### config.mk
export PLATFORM = sky130hd
export DESIGN_NAME = input_fifo
export DESIGN_NICKNAME = d
export VERILOG_FILES = /design/src/rtl/input_fifo.sv
export SDC_FILE = /design/constraint.sdc
export NUM_CORES = 1
export LEC_CHECK = 0
export ABC_AREA = 1
export BUFFER_PORTS_ARGS = -buffer_cell sky130_fd_sc_hd__buf_4
export CELL_PAD_IN_SITES_DETAIL_PLACEMENT = 1
export CELL_PAD_IN_SITES_GLOBAL_PLACEMENT = 1
export CORE_MARGIN = 2
export CORE_UTILIZATION = 38
export CTS_CLUSTER_SIZE = 25
export DETAILED_ROUTE_END_ITERATION = 12
export HOLD_SLACK_MARGIN = 0.03
export MAX_ROUTING_LAYER = met4
export PLACE_DENSITY = 0.69
export SLEW_MARGIN = 20
export SYNTH_ARGS = -nofsm -noshare
export SYNTH_HDL_FRONTEND = slang
export SYNTH_SLANG_ARGS = --single-unit
### constraint.sdc
create_clock -name clock -period 3.6 [get_ports clock]
set_input_delay 0.18 -clock clock [delete_from_list [all_inputs] [get_ports clock]]
set_output_delay 0.18 -clock clock [all_outputs]
set_load 0.005 [all_outputs]
### src/rtl/input_fifo.sv
// Input buffer for one router port: a circular FIFO feeding the crossbar, plus a
// packet FSM that requests routing for each header and tracks remaining payload flits.
module input_fifo #(
  parameter int TAM_FLIT   = 16,
  parameter int TAM_BUFFER = 4
) (
  input  logic                clock,
  input  logic                reset,
  input  logic                i_rx,
  input  logic [TAM_FLIT-1:0] i_data_in,
  output logic                o_credit,
  output logic                o_h,
  input  logic                i_ack_h,
  output logic                o_data_av,
  output logic [TAM_FLIT-1:0] o_data,
  input  logic                i_data_ack,
  output logic                o_sender
);

  localparam int PTR_W = (TAM_BUFFER > 1) ? $clog2(TAM_BUFFER) : 1;
  localparam int unsigned DEPTH_I = TAM_BUFFER;
  localparam logic [PTR_W:0] DEPTH = DEPTH_I[PTR_W:0];

  typedef enum logic [1:0] {
    S_IDLE    = 2'd0,
    S_HEADER  = 2'd1,
    S_SIZE    = 2'd2,
    S_PAYLOAD = 2'd3
  } state_t;

  logic [TAM_FLIT-1:0] mem [TAM_BUFFER];
  logic [PTR_W-1:0]    wr_ptr;
  logic [PTR_W-1:0]    rd_ptr;
  logic [PTR_W:0]      count;
  logic [PTR_W:0]      count_next;
  logic [TAM_FLIT-1:0] remaining;
  logic [TAM_FLIT-1:0] remaining_next;
  logic                ack_lat;
  logic                ack_lat_next;
  state_t              state;
  state_t              state_next;

  logic                empty;
  logic                wr_en;
  logic                pop;
  logic                data_av;
  logic [TAM_FLIT-1:0] head;

  assign empty    = (count == '0);
  assign o_credit = (count < DEPTH);
  assign wr_en    = i_rx & o_credit;
  assign head     = mem[rd_ptr];
  assign o_data   = empty ? '0 : head;

  // The head flit is offered only once the routing request has been granted.
  assign data_av   = !empty && (((state == S_HEADER) && ack_lat) ||
                                (state == S_SIZE) || (state == S_PAYLOAD));
  assign o_data_av = data_av;
  assign pop       = data_av & i_data_ack;

  // Occupancy bookkeeping for write/pop combinations.
  always_comb begin
    count_next = count;
    case ({wr_en, pop})
      2'b10:   count_next = count + (PTR_W+1)'(1);
      2'b01:   count_next = count - (PTR_W+1)'(1);
      default: count_next = count;
    endcase
  end

  // FIFO storage and pointers.
  always_ff @(posedge clock or negedge reset) begin
    if (!reset) begin
      for (int i = 0; i < TAM_BUFFER; i++) begin
        mem[i] <= '0;
      end
      wr_ptr <= '0;
      rd_ptr <= '0;
      count  <= '0;
    end else begin
      if (wr_en) begin
        mem[wr_ptr] <= i_data_in;
        wr_ptr      <= wr_ptr + PTR_W'(1);
      end
      if (pop) begin
        rd_ptr <= rd_ptr + PTR_W'(1);
      end
      count <= count_next;
    end
  end

  // Packet FSM: next state, grant latch, payload counter and handshake outputs.
  always_comb begin
    state_next     = state;
    ack_lat_next   = ack_lat;
    remaining_next = remaining;
    o_h            = 1'b0;
    o_sender       = 1'b0;
    case (state)
      S_IDLE: begin
        ack_lat_next = 1'b0;
        if (!empty) begin
          state_next = S_HEADER;
        end else begin
          state_next = S_IDLE;
        end
      end
      S_HEADER: begin
        if (ack_lat) begin
          o_sender = 1'b1;
          if (pop) begin
            ack_lat_next = 1'b0;
            state_next   = S_SIZE;
          end else begin
            state_next = S_HEADER;
          end
        end else begin
          o_h          = 1'b1;
          ack_lat_next = i_ack_h;
        end
      end
      S_SIZE: begin
        o_sender = 1'b1;
        if (pop) begin
          remaining_next = head;
          if (head == '0) begin
            state_next = S_IDLE;
          end else begin
            state_next = S_PAYLOAD;
          end
        end else begin
          state_next = S_SIZE;
        end
      end
      S_PAYLOAD: begin
        o_sender = 1'b1;
        if (pop) begin
          // Counter saturates at zero; reaching 1 on a pop closes the packet.
          if (remaining != '0) begin
            remaining_next = remaining - TAM_FLIT'(1);
          end else begin
            remaining_next = remaining;
          end
          if (remaining == TAM_FLIT'(1)) begin
            state_next = S_IDLE;
          end else begin
            state_next = S_PAYLOAD;
          end
        end else begin
          state_next = S_PAYLOAD;
        end
      end
      default: begin
        state_next     = S_IDLE;
        ack_lat_next   = 1'b0;
        remaining_next = '0;
      end
    endcase
  end

  // FSM state registers.
  always_ff @(posedge clock or negedge reset) begin
    if (!reset) begin
      state     <= S_IDLE;
      ack_lat   <= 1'b0;
      remaining <= '0;
    end else begin
      state     <= state_next;
      ack_lat   <= ack_lat_next;
      remaining <= remaining_next;
    end
  end

endmodule

==> flow_metrics.tcl <==
set metrics [dict create \
    placedCellCount 778 \
    syn_nets 645 \
    p_per_area_nw_per_um2 996 \
    synth.most_common_cell "nand2_1" \
    r2r_start "state[0]$_DFFE_PN0N_" \
    vias 4058 \
    synth_top_area_share_pct 48.1 \
    synth_ff_type "dfrtp_1" \
    fillers 1518 \
    area_growth_syn_to_layout_pct 13.8 \
    routed_wl_mm 12.6 \
    cellLeakagePower_nw 2.66 \
    crit_path_end_kind "flip-flop" \
    synth_area_leaders "dfrtp_1, nand2_1, o21ai_0" \
    p_sw_w 0.00237 \
    vias_per_cell 5.10 \
    dieWidth_um 115 \
    sw_frac_of_total_pct 44.5 \
    clk_latency_ns 0.35 \
    startpoint "state[0]$_DFFE_PN0N_" \
    clockPowerShare_pct 17.8 \
    relSlewSlack_pct 35.0 \
    grt_pass1_vias 4207 \
    cts.sinks 90 \
    drtIter0Drc 168 \
    dpl_cell_area_um2 5020 \
    grt_start_max_net_pins 80 \
    p_comb_share_pct 48.7 \
    drc_errors 0 \
    finClkSkew_ns 0.00433 \
    rsz0062_at_grt "false" \
    dp_hpwl_mm 8.46 \
    worst_slew_pin_slew_ns 0.973 \
    first_pass_iters 4 \
    grt_pass1_wl_mm 21.4 \
    post_drt_wl_per_cell_um 15.9 \
    fin_cells 795 \
    maxSlewViolCount 0 \
    numPortBuffers 40 \
    p_int_w 0.00295 \
    gp_congestion 0.804 \
    synth_seq_area_share_pct 48.1 \
    hold_start "i_ack_h" \
    path_class "reg2reg" \
    yosysTopAreaCell "dfrtp_1" \
    total_power_w 0.00531 \
    synth_area_um2 4690 \
    period_minus_slack_ns 2.29 \
    cts_buffers 9 \
    diodes 0 \
    cts_root_buf "clkbuf_16" \
    arrival_ns 2.52 \
    cap_viol_max_count 0 \
    dieArea_um2 13200 \
    fp-row-count 40 \
    grt-ovfl-total 0 \
    num_io_pins 41 \
    drive_gt1_share_pct 11.0 \
    nNetsFinal 673 \
    power_frac_seq_pct 33.5 \
    die_y_um 115 \
    antenna_found_initial 0 \
    ys_types 33 \
    outcome "completed" \
    initial_core_util_pct 39.0 \
    worstHoldPathType "in2reg" \
    cp.required_ns 3.83 \
    ant_nets 0 \
    synth_cells 615 \
    path_max_fanout 5 \
    finalSetupViolations 0 \
    core_um2 12000 \
    ir_worst_vdd_v 0.000267 \
    synth-edff-count 0 \
    ys_seq_elements 90 \
    finalCritPeriodShare_pct 63.7 \
    grt_use_total_pct 21.5 \
    cts_tree "built" \
    max_freq_mhz 436 \
    htreeDepth 3 \
    synthArstFlopShare_pct 100 \
    path_clk_slew_ns 0.06 \
    synth_common_cells "nand2_1, dfrtp_1, o21ai_0" \
    fin_setup_tns_ns 0 \
    hold_slack_ns 0.115 \
    cts_setup_buffers 0 \
    cts_buffer_depth 2 \
    yosys_warnings 0 \
    postLayoutCellArea_um2 5330 \
    start_kind "flip-flop" \
    synth.avg_cell_area_um2 7.62 \
    hold_viol 0 \
]
## power by group through the flow
stage / clock (W) / sequential (W) / combinational, W
after global routing: 0.00101 / 0.00184 / 0.00299
after global placement: 0 / 0.00178 / 0.00252
after floorplan: 0 / 0.00171 / 0.00181
after detailed placement: 0 / 0.00180 / 0.00261
after CTS: 0.000969 / 0.00178 / 0.00262
final: 0.000948 / 0.00178 / 0.00258
## final timing paths
kind,end,slack [ns],cells after the start
max,count[2]$_DFFE_PN0P_,1.31,10
min reg2reg,count[0]$_DFFE_PN0P_,0.49,1
max in group asynchronous,mem[11]$_DFFE_PN0P_,2.48,3
min,ack_lat$_DFFE_PN0P_,0.12,3
min in group asynchronous,ack_lat$_DFFE_PN0P_,0.43,2
max reg2reg,count[2]$_DFFE_PN0P_,1.31,10
## layer usage
layer | wire (um) | GRT usage (%) | vias up
met1 | 6130 | 28.4 | 1976
met5 | 0 | - | -
met4 | 235 | 8.43 | 0
met3 | 347 | 2.79 | 15
li1 | - | - | 2012
met2 | 5910 | 33.6 | 55
## final cells by class
| class | count | area, um2 | area share [%] |
|---|---|---|---|
| inverters | 46 | 176 | 3.31 |
| clock buffers | 11 | 233 | 4.37 |
| well taps | 147 | 184 | 3.45 |
| flip-flops and latches | 90 | 2250 | 42.2 |
| repair buffers | 44 | 337 | 6.31 |
| multi-input cells | 452 | 2090 | 39.3 |
| clock inverters | 5 | 55.1 | 1.03 |
## cells in the final DEF (no fill, tap or decap)
| master | instances |
|---|---|
| a21oi_1 | 6 |
| nand3_2 | 1 |
| clkinv_1 | 2 |
| clkbuf_1 | 2 |
| bufinv_16 | 1 |
| clkinvlp_4 | 2 |
| buf_6 | 1 |
| clkbuf_16 | 9 |
| nand2_2 | 5 |
| or2_0 | 1 |
| o21ai_2 | 1 |
| inv_2 | 1 |
| a31oi_4 | 1 |
| nand4_1 | 1 |
| o21ai_1 | 6 |
| o21bai_1 | 1 |
| nand2_1 | 213 |
| nand3_1 | 51 |
| inv_1 | 41 |
| nor4_1 | 1 |
| xnor2_1 | 1 |
| nor3_1 | 2 |
| xor2_1 | 10 |
| nor2_1 | 56 |
| nor2_4 | 1 |
| dlygate4sd3_1 | 1 |
| dfrtp_1 | 90 |
| fa_1 | 1 |
| o211ai_1 | 2 |
| ha_1 | 8 |
| inv_4 | 1 |
| clkinv_2 | 3 |
| nor2_2 | 2 |
| o21ai_0 | 80 |
| o22ai_1 | 1 |
| buf_4 | 42 |
## worst max-delay path: stages, from the launching register on
cell     delay [ns]
dfrtp_1        0.40
inv_1          0.10
o21ai_2        0.16
nand3_1        0.20
inv_1          0.21
ha_1           0.17
inv_1          0.07
fa_1           0.40
a21oi_1        0.18
o21ai_0        0.13
xor2_1         0.16
## metrics by stage
stage | utilization [%] | setup WS, ns
final | 44.4 | 1.31
after global routing | 44.4 | 1.10
after CTS | 44.2 | 1.31
after detailed placement | 41.8 | 1.33
after global placement | 41.8 | 1.48
after floorplan | - | 1.62
## registers in the layout, summed over array words and instances, names as in the netlist
signal	cells
ack_lat	1
remaining	16
state	2
wr_ptr	2
rd_ptr	2
mem	64
count	3
## cells by family (layout without fill, tap and decap cells)
logic type | after synthesis | after routing | synth area share, %
adder cells (fa/ha/maj) | 9 | 9 | 2.56
buffers and inverters | 73 | 106 | 7.40
flip-flops | 90 | 90 | 48.1
AND/OR/NAND/NOR | 334 | 334 | 28.8
XOR/XNOR | 11 | 11 | 2.06
AO/OA/AOI/OAI | 98 | 98 | 11.1
## repair_timing
| item | 4_1_cts | 5_1_grt |
|---|---|---|
| gates resized for setup | 0 | 0 |
| hold buffers | 0 | 1 |
| hold endpoints to repair | 0 | 78 |
Power figures use the tool's default switching activity.
